<file path="src/rtl/vx_lsu_req_arb_pkg.sv">
// Shared types for the LSU request arbiter.
//   lsu_req_t  : one packed LSU request as seen on the request channels
//   LSU_REQ_W  : flattened width of lsu_req_t
//   arb_state_e: arbiter FSM states
package vx_lsu_req_arb_pkg;

  localparam int NW_BITS       = 2;
  localparam int NUM_THREADS   = 4;
  localparam int INST_LSU_BITS = 4;
  localparam int INST_MOD_BITS = 3;
  localparam int NR_BITS       = 5;

  typedef struct packed {
    logic [NW_BITS-1:0]          wid;
    logic [NUM_THREADS-1:0]      tmask;
    logic [31:0]                 pc;
    logic [INST_LSU_BITS-1:0]    op_type;
    logic [INST_MOD_BITS-1:0]    op_mod;
    logic                        is_amo;
    logic                        is_fence;
    logic [NUM_THREADS*32-1:0]   store_data;
    logic [NUM_THREADS*32-1:0]   base_addr;
    logic [31:0]                 offset;
    logic [NR_BITS-1:0]          rd;
    logic                        wb;
    logic                        is_prefetch;
  } lsu_req_t;

  localparam int LSU_REQ_W = $bits(lsu_req_t);

  typedef enum logic {
    ARB        = 1'b0,
    FENCE_WAIT = 1'b1
  } arb_state_e;

endpackage

</file>
<file path="src/rtl/vx_lsu_req_arb_buf.sv">
// Two-entry registered valid/ready FIFO placed between the arbiter and the LSU.
//   clk, reset          : clock, synchronous active-high reset
//   in_valid, in_data   : push side; caller only pushes when !full
//   out_valid, out_data : pop side, driven straight from storage registers
//   out_ready           : pop side accept
//   full, empty         : occupancy flags, registered
module vx_lsu_req_arb_buf #(
  parameter int DATAW = 8
) (
  input  logic             clk,
  input  logic             reset,
  input  logic             in_valid,
  input  logic [DATAW-1:0] in_data,
  output logic             out_valid,
  output logic [DATAW-1:0] out_data,
  input  logic             out_ready,
  output logic             full,
  output logic             empty
);

  logic [DATAW-1:0] mem [2];
  logic             wr_ptr;
  logic             rd_ptr;
  logic [1:0]       count;
  logic             push;
  logic             pop;

  assign full      = (count == 2'd2);
  assign empty     = (count == 2'd0);
  assign out_valid = !empty;
  assign out_data  = mem[rd_ptr];

  // A pop on a full buffer frees a slot only from the next cycle on,
  // because push is gated by the registered full flag.
  assign push = in_valid && !full;
  assign pop  = out_valid && out_ready;

  // NOTE: sequential state uses non-blocking assignments so every flop
  // samples pre-edge values regardless of block evaluation order.
  always_ff @(posedge clk) begin
    if (reset) begin
      wr_ptr <= 1'b0;
      rd_ptr <= 1'b0;
      count  <= 2'd0;
    end else begin
      if (push) wr_ptr <= !wr_ptr;
      if (pop)  rd_ptr <= !rd_ptr;
      count <= count + {1'b0, push} - {1'b0, pop};
    end
  end

  // NOTE: the storage array has no reset; count alone defines which entries
  // are live, so clearing the data would only cost reset fan-out.
  always_ff @(posedge clk) begin
    if (push) mem[wr_ptr] <= in_data;
  end

endmodule

</file>
<file path="src/rtl/vx_lsu_req_arb.sv">
// Round-robin arbiter sharing one LSU request port between NUM_REQS requesters.
// Demand requests beat prefetches unless a prefetch has been starved for
// PF_STARVE_MAX demand grants. An accepted fence blocks further grants until
// the output buffer is empty and the LSU reports idle.
//   clk, reset          : clock, synchronous active-high reset
//   req_valid/req_data  : per-requester requests (packed lsu_req_t each)
//   req_ready           : per-requester accept, one-hot or zero
//   out_valid/out_data  : registered request to the LSU
//   out_ready           : LSU accepts
//   lsu_idle            : LSU has no outstanding memory operations
//   fence_busy          : arbiter is waiting for a fence to drain
module vx_lsu_req_arb
  import vx_lsu_req_arb_pkg::*;
#(
  parameter int NUM_REQS      = 4,
  parameter int PF_STARVE_MAX = 8
) (
  input  logic                          clk,
  input  logic                          reset,
  input  logic [NUM_REQS-1:0]           req_valid,
  input  logic [NUM_REQS*LSU_REQ_W-1:0] req_data,
  output logic [NUM_REQS-1:0]           req_ready,
  output logic                          out_valid,
  output logic [LSU_REQ_W-1:0]          out_data,
  input  logic                          out_ready,
  input  logic                          lsu_idle,
  output logic                          fence_busy
);

  localparam int PTR_W = (NUM_REQS > 1) ? $clog2(NUM_REQS) : 1;
  localparam int CNT_W = $clog2(PF_STARVE_MAX + 1);

  arb_state_e          state;
  logic [PTR_W-1:0]    rr_ptr;
  logic [CNT_W-1:0]    starve_cnt;

  lsu_req_t            reqs [NUM_REQS];
  logic [NUM_REQS-1:0] dmd_mask;
  logic [NUM_REQS-1:0] pf_mask;
  logic [NUM_REQS-1:0] cls_mask;
  logic                starve_hit;
  logic                sel_pf;
  logic                grant_any;
  logic [PTR_W-1:0]    grant_idx;
  logic [PTR_W-1:0]    next_ptr;
  logic                grant_fire;
  logic                buf_full;
  logic                buf_empty;

  for (genvar i = 0; i < NUM_REQS; i++) begin : g_unpack
    assign reqs[i]     = lsu_req_t'(req_data[i*LSU_REQ_W +: LSU_REQ_W]);
    assign dmd_mask[i] = req_valid[i] & ~reqs[i].is_prefetch;
    assign pf_mask[i]  = req_valid[i] &  reqs[i].is_prefetch;
  end

  // base + k modulo NUM_REQS with an explicit compare, so non-power-of-2
  // requester counts wrap correctly. base < NUM_REQS and k < NUM_REQS keep
  // the sum below 2*NUM_REQS, so one subtraction suffices.
  function automatic logic [PTR_W-1:0] wrap_add(input logic [PTR_W-1:0] base,
                                                input int k);
    logic [PTR_W:0] sum;
    sum = {1'b0, base} + (PTR_W+1)'(k);
    if (sum >= (PTR_W+1)'(NUM_REQS)) sum = sum - (PTR_W+1)'(NUM_REQS);
    return sum[PTR_W-1:0];
  endfunction

  assign starve_hit = (starve_cnt == CNT_W'(PF_STARVE_MAX));
  assign sel_pf     = (|pf_mask) && (!(|dmd_mask) || starve_hit);
  assign cls_mask   = sel_pf ? pf_mask : dmd_mask;

  // NOTE: every signal written in always_comb gets a default first so no
  // path leaves it unassigned and infers a latch.
  always_comb begin
    grant_any = 1'b0;
    grant_idx = '0;
    for (int k = 0; k < NUM_REQS; k++) begin
      if (!grant_any && cls_mask[wrap_add(rr_ptr, k)]) begin
        grant_any = 1'b1;
        grant_idx = wrap_add(rr_ptr, k);
      end
    end
  end

  // Grant depends only on requests and registered state, never on out_ready.
  assign grant_fire = (state == ARB) && !buf_full && grant_any;
  assign next_ptr   = (grant_idx == PTR_W'(NUM_REQS - 1)) ? '0
                                                          : grant_idx + PTR_W'(1);

  always_comb begin
    req_ready = '0;
    if (grant_fire) req_ready[grant_idx] = 1'b1;
  end

  assign fence_busy = (state == FENCE_WAIT);

  always_ff @(posedge clk) begin
    if (reset) begin
      state      <= ARB;
      rr_ptr     <= '0;
      starve_cnt <= '0;
    end else begin
      if (grant_fire) rr_ptr <= next_ptr;

      if (!(|pf_mask) || (grant_fire && sel_pf)) begin
        starve_cnt <= '0;
      end else if (grant_fire && !starve_hit) begin
        starve_cnt <= starve_cnt + CNT_W'(1);
      end

      case (state)
        ARB: begin
          // The fence itself is forwarded; only later grants are blocked.
          if (grant_fire && reqs[grant_idx].is_fence) state <= FENCE_WAIT;
        end
        FENCE_WAIT: begin
          if (buf_empty && lsu_idle) state <= ARB;
        end
        default: state <= ARB;
      endcase
    end
  end

  vx_lsu_req_arb_buf #(
    .DATAW (LSU_REQ_W)
  ) u_buf (
    .clk       (clk),
    .reset     (reset),
    .in_valid  (grant_fire),
    .in_data   (reqs[grant_idx]),
    .out_valid (out_valid),
    .out_data  (out_data),
    .out_ready (out_ready),
    .full      (buf_full),
    .empty     (buf_empty)
  );

endmodule

</file>
<file path="config.mk">
export PLATFORM = sky130hd
export DESIGN_NAME = vx_lsu_req_arb
export DESIGN_NICKNAME = d
export VERILOG_FILES = /design/src/rtl/vx_lsu_req_arb_pkg.sv /design/src/rtl/vx_lsu_req_arb_buf.sv /design/src/rtl/vx_lsu_req_arb.sv
export SDC_FILE = /design/constraint.sdc
export NUM_CORES = 1
export LEC_CHECK = 0
export CAP_MARGIN = 20
export CORE_AREA = 2 2 667 669
export CTS_BUF_LIST = sky130_fd_sc_hd__clkbuf_8
export CTS_CLUSTER_SIZE = 24
export DETAILED_ROUTE_END_ITERATION = 8
export DIE_AREA = 0 0 669 671
export PLACE_DENSITY = 0.3
export SYNTH_ARGS = -nofsm -noshare
export SYNTH_HDL_FRONTEND = slang
export SYNTH_HIERARCHICAL = 1
export SYNTH_SLANG_ARGS = --single-unit
export TNS_END_PERCENT = 5
</file>
<file path="constraint.sdc">
create_clock -name clk -period 16 [get_ports clk]
set_input_delay 2.4 -clock clk [delete_from_list [all_inputs] [get_ports clk]]
set_output_delay 2.4 -clock clk [all_outputs]
set_load 0.05 [all_outputs]
</file>
### Yosys cells after proc, flatten, opt, wreduce, memory -nomap -nowiden

Memory sizes are Yosys's and may differ from the RTL's. A register that Yosys moved wholly into a read port is not among the register bits.
Cells that the tools add are included.

* word-level logic and storage cells: 110
* RAM bits: 684
* input port bits: 1376
* memories: 1
* bits in registers: 11
* output and inout bits: 348

* muxes and demuxes: 35
* reductions and logical operators: 29
* add/sub/neg operators: 11
* magnitude comparators: 11
* equality and inequality tests: 3
* bitwise logic cells: 14

Memories
* u_buf.mem: words 2, bits a word 342, read ports 1, clocked after memory_dff 1, write ports 1, RTL line vx_lsu_req_arb_buf.sv:21 `logic [DATAW-1:0] mem [2];`

Operators by type and width (number)
* $bmux 342 s2: 1
* $mux 342: 2
* $mux 2: 9
* $lt 2x3->1 const B: 5
* $mux 1: 15
* $logic_and 1x1->1: 13
* $ge 3x3->1 const B: 4
* $logic_not 1->1: 10
* $and 1x1->1: 8
* $bmux 1 s2: 4
* $mux 4: 2
* $reduce_or 4->1: 2
* $sub 2x1->2 const B: 4
* $add 2x2->3 const B: 2
* $not 1->1: 5
* $add 4x1->4 const B: 1
* $eq 2x2->1 const B: 2
* $eq 4x4->1 const B: 1
* $add 2x1->3 const B: 1
* $ge 2x3->1 const B: 1
* $not 2->3: 1
* $add 2x1->2: 1
* $add 2x1->2 const B: 1
* $demux 1 s2: 1
* other kinds (6): 7

### Depth between registers and ports, before layout

* depth in word-level cells: 26
* depth in mapped cells: 16
* depth with buffers taken out: 15

### Cells and area by module

Netlist, hierarchy kept.

Modules (own cells, without submodules)
* vx_lsu_req_arb_buf: cells an instance 1092, seq. area each 20639.8 µm², times used 1, area each 25017.7 µm²
* vx_lsu_req_arb: cells an instance 2359, seq. area each 140.1 µm², times used 1, area each 11118.2 µm²

### Worst setup path before layout

No wires, ideal clock.

* kind: input -> register
* start point: input req_valid[2]
* end point: memory u_buf/mem[1][0] in the netlist's numbering (enable)
* setup time: 0.750 ns
* arrival: 11.939 ns
* cell stages on the path: 8
* required time: 15.250 ns
* path slack: 3.312 ns
* path buffers: 1
* cells stage by stage: nor2b_1 -> o311ai_0 -> o311ai_0 -> and2_1 -> a311o_1 -> clkbuf_1 -> inv_1 -> and3_1

* word-level cells in the longest chain between the ends: 22
* elaborated cells on any way between the ends: 30
* those cells by class: mux (15); bitwise (2); reduce/logical (13)

Ends and longest elaborated chain
* start, declared: RTL line vx_lsu_req_arb.sv:20 `input logic [NUM_REQS-1:0] req_valid,`
* $and 1x1->1: RTL line vx_lsu_req_arb.sv:52 `assign dmd_mask[i] = req_valid[i] & ~reqs[i].is_prefetch;`
* $reduce_or 4->1: RTL line vx_lsu_req_arb.sv:68 `assign sel_pf = (|pf_mask) && (!(|dmd_mask) || starve_hit);`
* $logic_not 1->1: RTL line vx_lsu_req_arb.sv:68
* $logic_or 1x1->1: RTL line vx_lsu_req_arb.sv:68
* $logic_and 1x1->1: RTL line vx_lsu_req_arb.sv:68
* $mux 4 (*): RTL line vx_lsu_req_arb.sv:69 `assign cls_mask = sel_pf ? pf_mask : dmd_mask;`
* $bmux 1 s2: RTL line vx_lsu_req_arb.sv:77 `if (!grant_any && cls_mask[wrap_add(rr_ptr, k)]) begin`
* $mux 1 (not written as such): RTL line vx_lsu_req_arb.sv:77
* [... 7 more ...]
* $logic_not 1->1: RTL line vx_lsu_req_arb.sv:77
* $logic_and 1x1->1: RTL line vx_lsu_req_arb.sv:77
* $mux 1 (*): RTL line vx_lsu_req_arb.sv:77
* $logic_and 1x1->1 (*): RTL line vx_lsu_req_arb.sv:85 `assign grant_fire = (state == ARB) && !buf_full && grant_any;`
* named net grant_fire: RTL line vx_lsu_req_arb.sv:46 `logic grant_fire;`
* $logic_and 1x1->1 (*): RTL line vx_lsu_req_arb_buf.sv:35 `assign push = in_valid && !full;`
* $mux 1 (*): RTL line vx_lsu_req_arb_buf.sv:55 `if (push) mem[wr_ptr] <= in_data;`
* $mux 1 (not written as such) (*): RTL line vx_lsu_req_arb_buf.sv:55
* end, declared: RTL line vx_lsu_req_arb_buf.sv:21

Mark *: on every way through the listed nets, which the timed path passes. The rest lies on a longest branch. The select of a mux whose other input is x is not followed.

### Final worst setup path

* start point: input req_data[684]
* end point: output req_ready[0]

* word-level cells in the longest chain between the ends: 24
* elaborated cells on any way between the ends: 38
* those cells by class: order compare (2); mux (20); bitwise (3); reduce/logical (13)

Ends and longest elaborated chain
* start, declared: RTL line vx_lsu_req_arb.sv:21 `input logic [NUM_REQS*LSU_REQ_W-1:0] req_data,`
* $not 1->1: RTL line vx_lsu_req_arb.sv:52
* $and 1x1->1: RTL line vx_lsu_req_arb.sv:52
* $reduce_or 4->1: RTL line vx_lsu_req_arb.sv:68
* $logic_not 1->1: RTL line vx_lsu_req_arb.sv:68
* $logic_or 1x1->1: RTL line vx_lsu_req_arb.sv:68
* $logic_and 1x1->1: RTL line vx_lsu_req_arb.sv:68
* $mux 4 (*): RTL line vx_lsu_req_arb.sv:69
* $bmux 1 s2: RTL line vx_lsu_req_arb.sv:77
* [... 8 more ...]
* $logic_not 1->1: RTL line vx_lsu_req_arb.sv:77
* $logic_and 1x1->1: RTL line vx_lsu_req_arb.sv:77
* $mux 2: RTL line vx_lsu_req_arb.sv:77
* $lt 2x3->1 (not written as such) / $ge 2x1->1 (equally long branches): RTL line vx_lsu_req_arb.sv:91 `if (grant_fire) req_ready[grant_idx] = 1'b1;`
* $logic_and 1x1->1 (not written as such): RTL line vx_lsu_req_arb.sv:91
* $mux 1 (not written as such): RTL line vx_lsu_req_arb.sv:91
* $demux 1 s2: RTL line vx_lsu_req_arb.sv:91
* $mux 4 (*): RTL line vx_lsu_req_arb.sv:91
* end, declared: RTL line vx_lsu_req_arb.sv:22 `output logic [NUM_REQS-1:0] req_ready,`

Every way passes the cells marked *; elsewhere a longest branch is shown, timed or not. The select of a mux whose other input is x is not followed.

==> results.py <==
metrics = {
    "floorplan": {
        "start_util_pct": 8.19,
        "dieArea_sq_um": 449000,
        "pin_count": 1724,
        "rows": 244,
        "core_region_area_sq_um": 441000,
        "die_y_microns": 671,
        "die_w_microns": 669,
    },
    "timing": {
        "fmax_ghz": 0.110,
        "finalSetupTns_ps": 0,
        "slew_violations": 0,
        "fin_skew_ps": 79.1,
        "finalSetupViolCount": 0,
        "fin_crit_sh_pct": 56.9,
        "rsz0062_at_grt": "no",
        "finalHoldViolations": 0,
        "period_minus_slack_ps": 9110,
        "maxSlewHeadroom_pct": 26.7,
        "tightestPinTransition_ps": 1100,
    },
    "synthesis": {
        "syn_area_per_cell_sq_um": 10.5,
        "syn-num-nets": 4835,
        "synth_seq_area_share_pct": 57.5,
        "synth_cell_type_count": 42,
        "ys_ff_latch": 696,
        "async_reset_ff_share_pct": 0,
        "syn_inst": 3451,
        "syn_area_sq_um": 36100,
        "synthFlopType": "edfxtp_1",
        "synth_edf_count": 684,
        "ys_warn_count": 6,
    },
    "routing": {
        "wl_mm": 350,
        "vias_per_cell": 3.28,
        "vias": 36719,
        "drtIter0Drc": 2334,
        "ant_nets": 0,
        "dr.pass1.iters": 7,
        "wl_per_cell_microns": 31.2,
        "drcViolationCount": 0,
    },
    "global_routing": {
        "grt_max_degree": 134,
        "antenna_found_initial": 297,
        "grtUsageTotal_pct": 14.9,
        "grt_pass1_wl_mm": 433,
        "grt_pass1_vias": 37856,
        "gr-total-overflow": 0,
    },
    "final_layout": {
        "area_growth_pct": 73.8,
        "seq_area_sq_um": 20800,
        "fill_cells": 50138,
        "drive_gt1_share_pct": 11.3,
        "multi_input_area_sq_um": 13900,
        "fin_area_sq_um": 62800,
        "final_nets": 6506,
    },
    "placement": {
        "postPlaceCellArea_sq_um": 59900,
        "dp_hpwl_mm": 292,
        "place_congestion": 0.978,
        "portBuffers": 1723,
    },
    "clocking": {
        "path_clk_slew_ps": 60,
        "clkSinkCount": 696,
        "postCtsSetupRepairBufs": 0,
        "h-tree-depth": 4,
        "ctsResizeCount": 0,
        "ctsHoldBuffers": 0,
        "cts_max_path_buffers": 4,
        "clk_latency_ps": 980,
        "clockRootBuffer": "clkbuf_8",
        "cts_buffers": 160,
        "cts_tree": "yes",
    },
    "hold_path": {
        "hold_class": "reg -> reg",
    },
    "setup_path": {
        "critPathKind": "in -> out",
        "cp_slowest_cell": "clkdlybuf4s50_1",
        "worstSetupStartpointType": "input pin",
        "cp-end-kind": "primary output",
        "crit_chain": "clkdlybuf4s50_1, nor2b_1, o41ai_4, and3_1, o21ai_1, a2111oi_4, buf_4, inv_8, ha_1, and2_1, clkdlybuf4s50_1",
        "cp.required_ps": 13600,
        "max_stage_delay_ps": 690,
        "path_common_cell": "clkdlybuf4s50_1",
        "cp.arrival_ps": 6710,
        "critPathMaxFanout": 82,
    },
    "flow_run": {
        "max_cap_violations": 0,
    },
    "power": {
        "ir_drop_mv": 0.112,
        "p_leak_nw": 21.9,
        "power_density_nw_per_um2": 195,
    },
    "run_status": {
        "outcome": "complete, no violations",
    },
}
==> layer usage <==
metal,global-route usage (%),wire length [microns]
met1,16.3,131000
met2,26.9,177000
met3,5.83,31600
met4,3.39,9490
met5,0,930
==> report_power, final <==
group | switching (mW) | total [mW] | leakage [nW] | internal [mW]
clock network | 0.949 | 1.93 | 1.58 | 0.976
logic | 4.88 | 7.02 | 13.8 | 2.14
registers | 0.164 | 3.27 | 6.49 | 3.11
==> worst max-delay path, delay by kind of cell <==
family	cells	cell delay, ps
buffers and inverters	4	2300
AOI/OAI and AO/OA	3	1100
and+or+nand+nor	3	520
adders and majority gates	1	290
==> metrics by stage <==
stage | worst slack (ps) | cells | hold WS, ps | util [%] | power (mW)
after detailed placement | 6850 | 10864 | 488 | 13.6 | 10.5
after floorplan | 3310 | 3451 | 452 | - | 7.55
final | 6890 | 11194 | 517 | 14.2 | 12.2
after global placement | 6780 | 10863 | 479 | 13.6 | 10.5
after global routing | 6620 | 11157 | 530 | 14.2 | 12.8
after CTS | 6860 | 11135 | 516 | 14.2 | 12.5
==> final timing paths <==
| check | startpoint | slack [ps] | end | cells past startpoint |
|---|---|---|---|---|
| setup / recovery | req_data[684] | 6890 | req_ready[0] | 11 |
| hold / removal | u_buf/wr_ptr | 520 | u_buf/wr_ptr | 2 |
| setup reg to reg | starve_cnt[0] | 9500 | u_buf/mem[1][207] | 14 |
| hold reg to reg | u_buf/wr_ptr | 520 | u_buf/wr_ptr | 2 |
==> area by class of cell <==
type / instances / area share (%)
Antenna cell: 59 / 0.235
Multi-Input combinational cell: 2478 / 22.1
Tap cell: 5904 / 11.8
Timing Repair Buffer: 1774 / 28.3
Clock inverter: 106 / 0.795
Inverter: 12 / 0.108
Sequential cell: 696 / 33.1
Clock buffer: 165 / 3.62
==> kinds of logic after synthesis <==
kind of cell	Yosys count	synth area share [%]
AOI/OAI and AO/OA	369	6.53
buffers and inverters	277	4.11
muxes	346	10.8
DFF	696	57.5
and+or+nand+nor	1753	20.8
xor gates and xnor gates	2	0.0485
adders and majority gates	8	0.277
==> synthesized netlist by cell type (2+ instances only) <==
cell         n  area share [%]
inv_1       10            0.10
nor3_1       3           0.042
buf_1        7           0.073
o22ai_1      2           0.035
ha_1         8            0.28
and3_1     343             5.9
a31oi_1    341             5.9
o21ai_0      3           0.042
buf_6       34             1.1
clkbuf_1   137             1.4
inv_2        2           0.021
o311ai_0     5            0.12
o311ai_1     2           0.048
a21oi_1      7           0.097
mux2_2     342              11
nor2b_1      6            0.10
mux2i_1      4            0.11
nor2_1      10            0.10
or2_2        3           0.052
nand2_1   1375              14
and2_1       7            0.12
buf_4       33            0.69
dfxtp_1     12            0.66
edfxtp_1   684              57
buf_2       54            0.75
==> cell usage in the layout, fill, tap and decap left out, types with 3 or more instances in the layout <==
master | netlist | final
clkbuf_8 | 0 | 165
mux2_2 | 342 | 342
inv_1 | 10 | 58
dfxtp_1 | 12 | 11
edfxtp_1 | 684 | 684
and3_1 | 343 | 342
a31oi_1 | 341 | 341
clkinvlp_4 | 0 | 5
inv_8 | 0 | 3
o21ai_0 | 3 | 3
o311ai_0 | 5 | 5
nand2_1 | 1375 | 1375
mux2i_1 | 4 | 4
nor3_1 | 3 | 3
buf_12 | 0 | 9
or2_2 | 3 | 3
diode_2 | 0 | 59
nor2_1 | 10 | 10
clkdlybuf4s50_1 | 0 | 1718
nor2b_1 | 6 | 6
clkinv_2 | 0 | 6
and2_1 | 7 | 7
buf_4 | 33 | 46
clkinv_1 | 0 | 41
a21oi_1 | 7 | 6
ha_1 | 8 | 8
==> sequential cells by signal, summed over array words and instances (netlist names), named ones only <==
signal and count:
u_buf/count 2, u_buf/rd_ptr 1, starve_cnt 4, u_buf/mem 684
fence_busy 1, rr_ptr 2, u_buf/wr_ptr 1
Power figures use the tool's default switching activity.
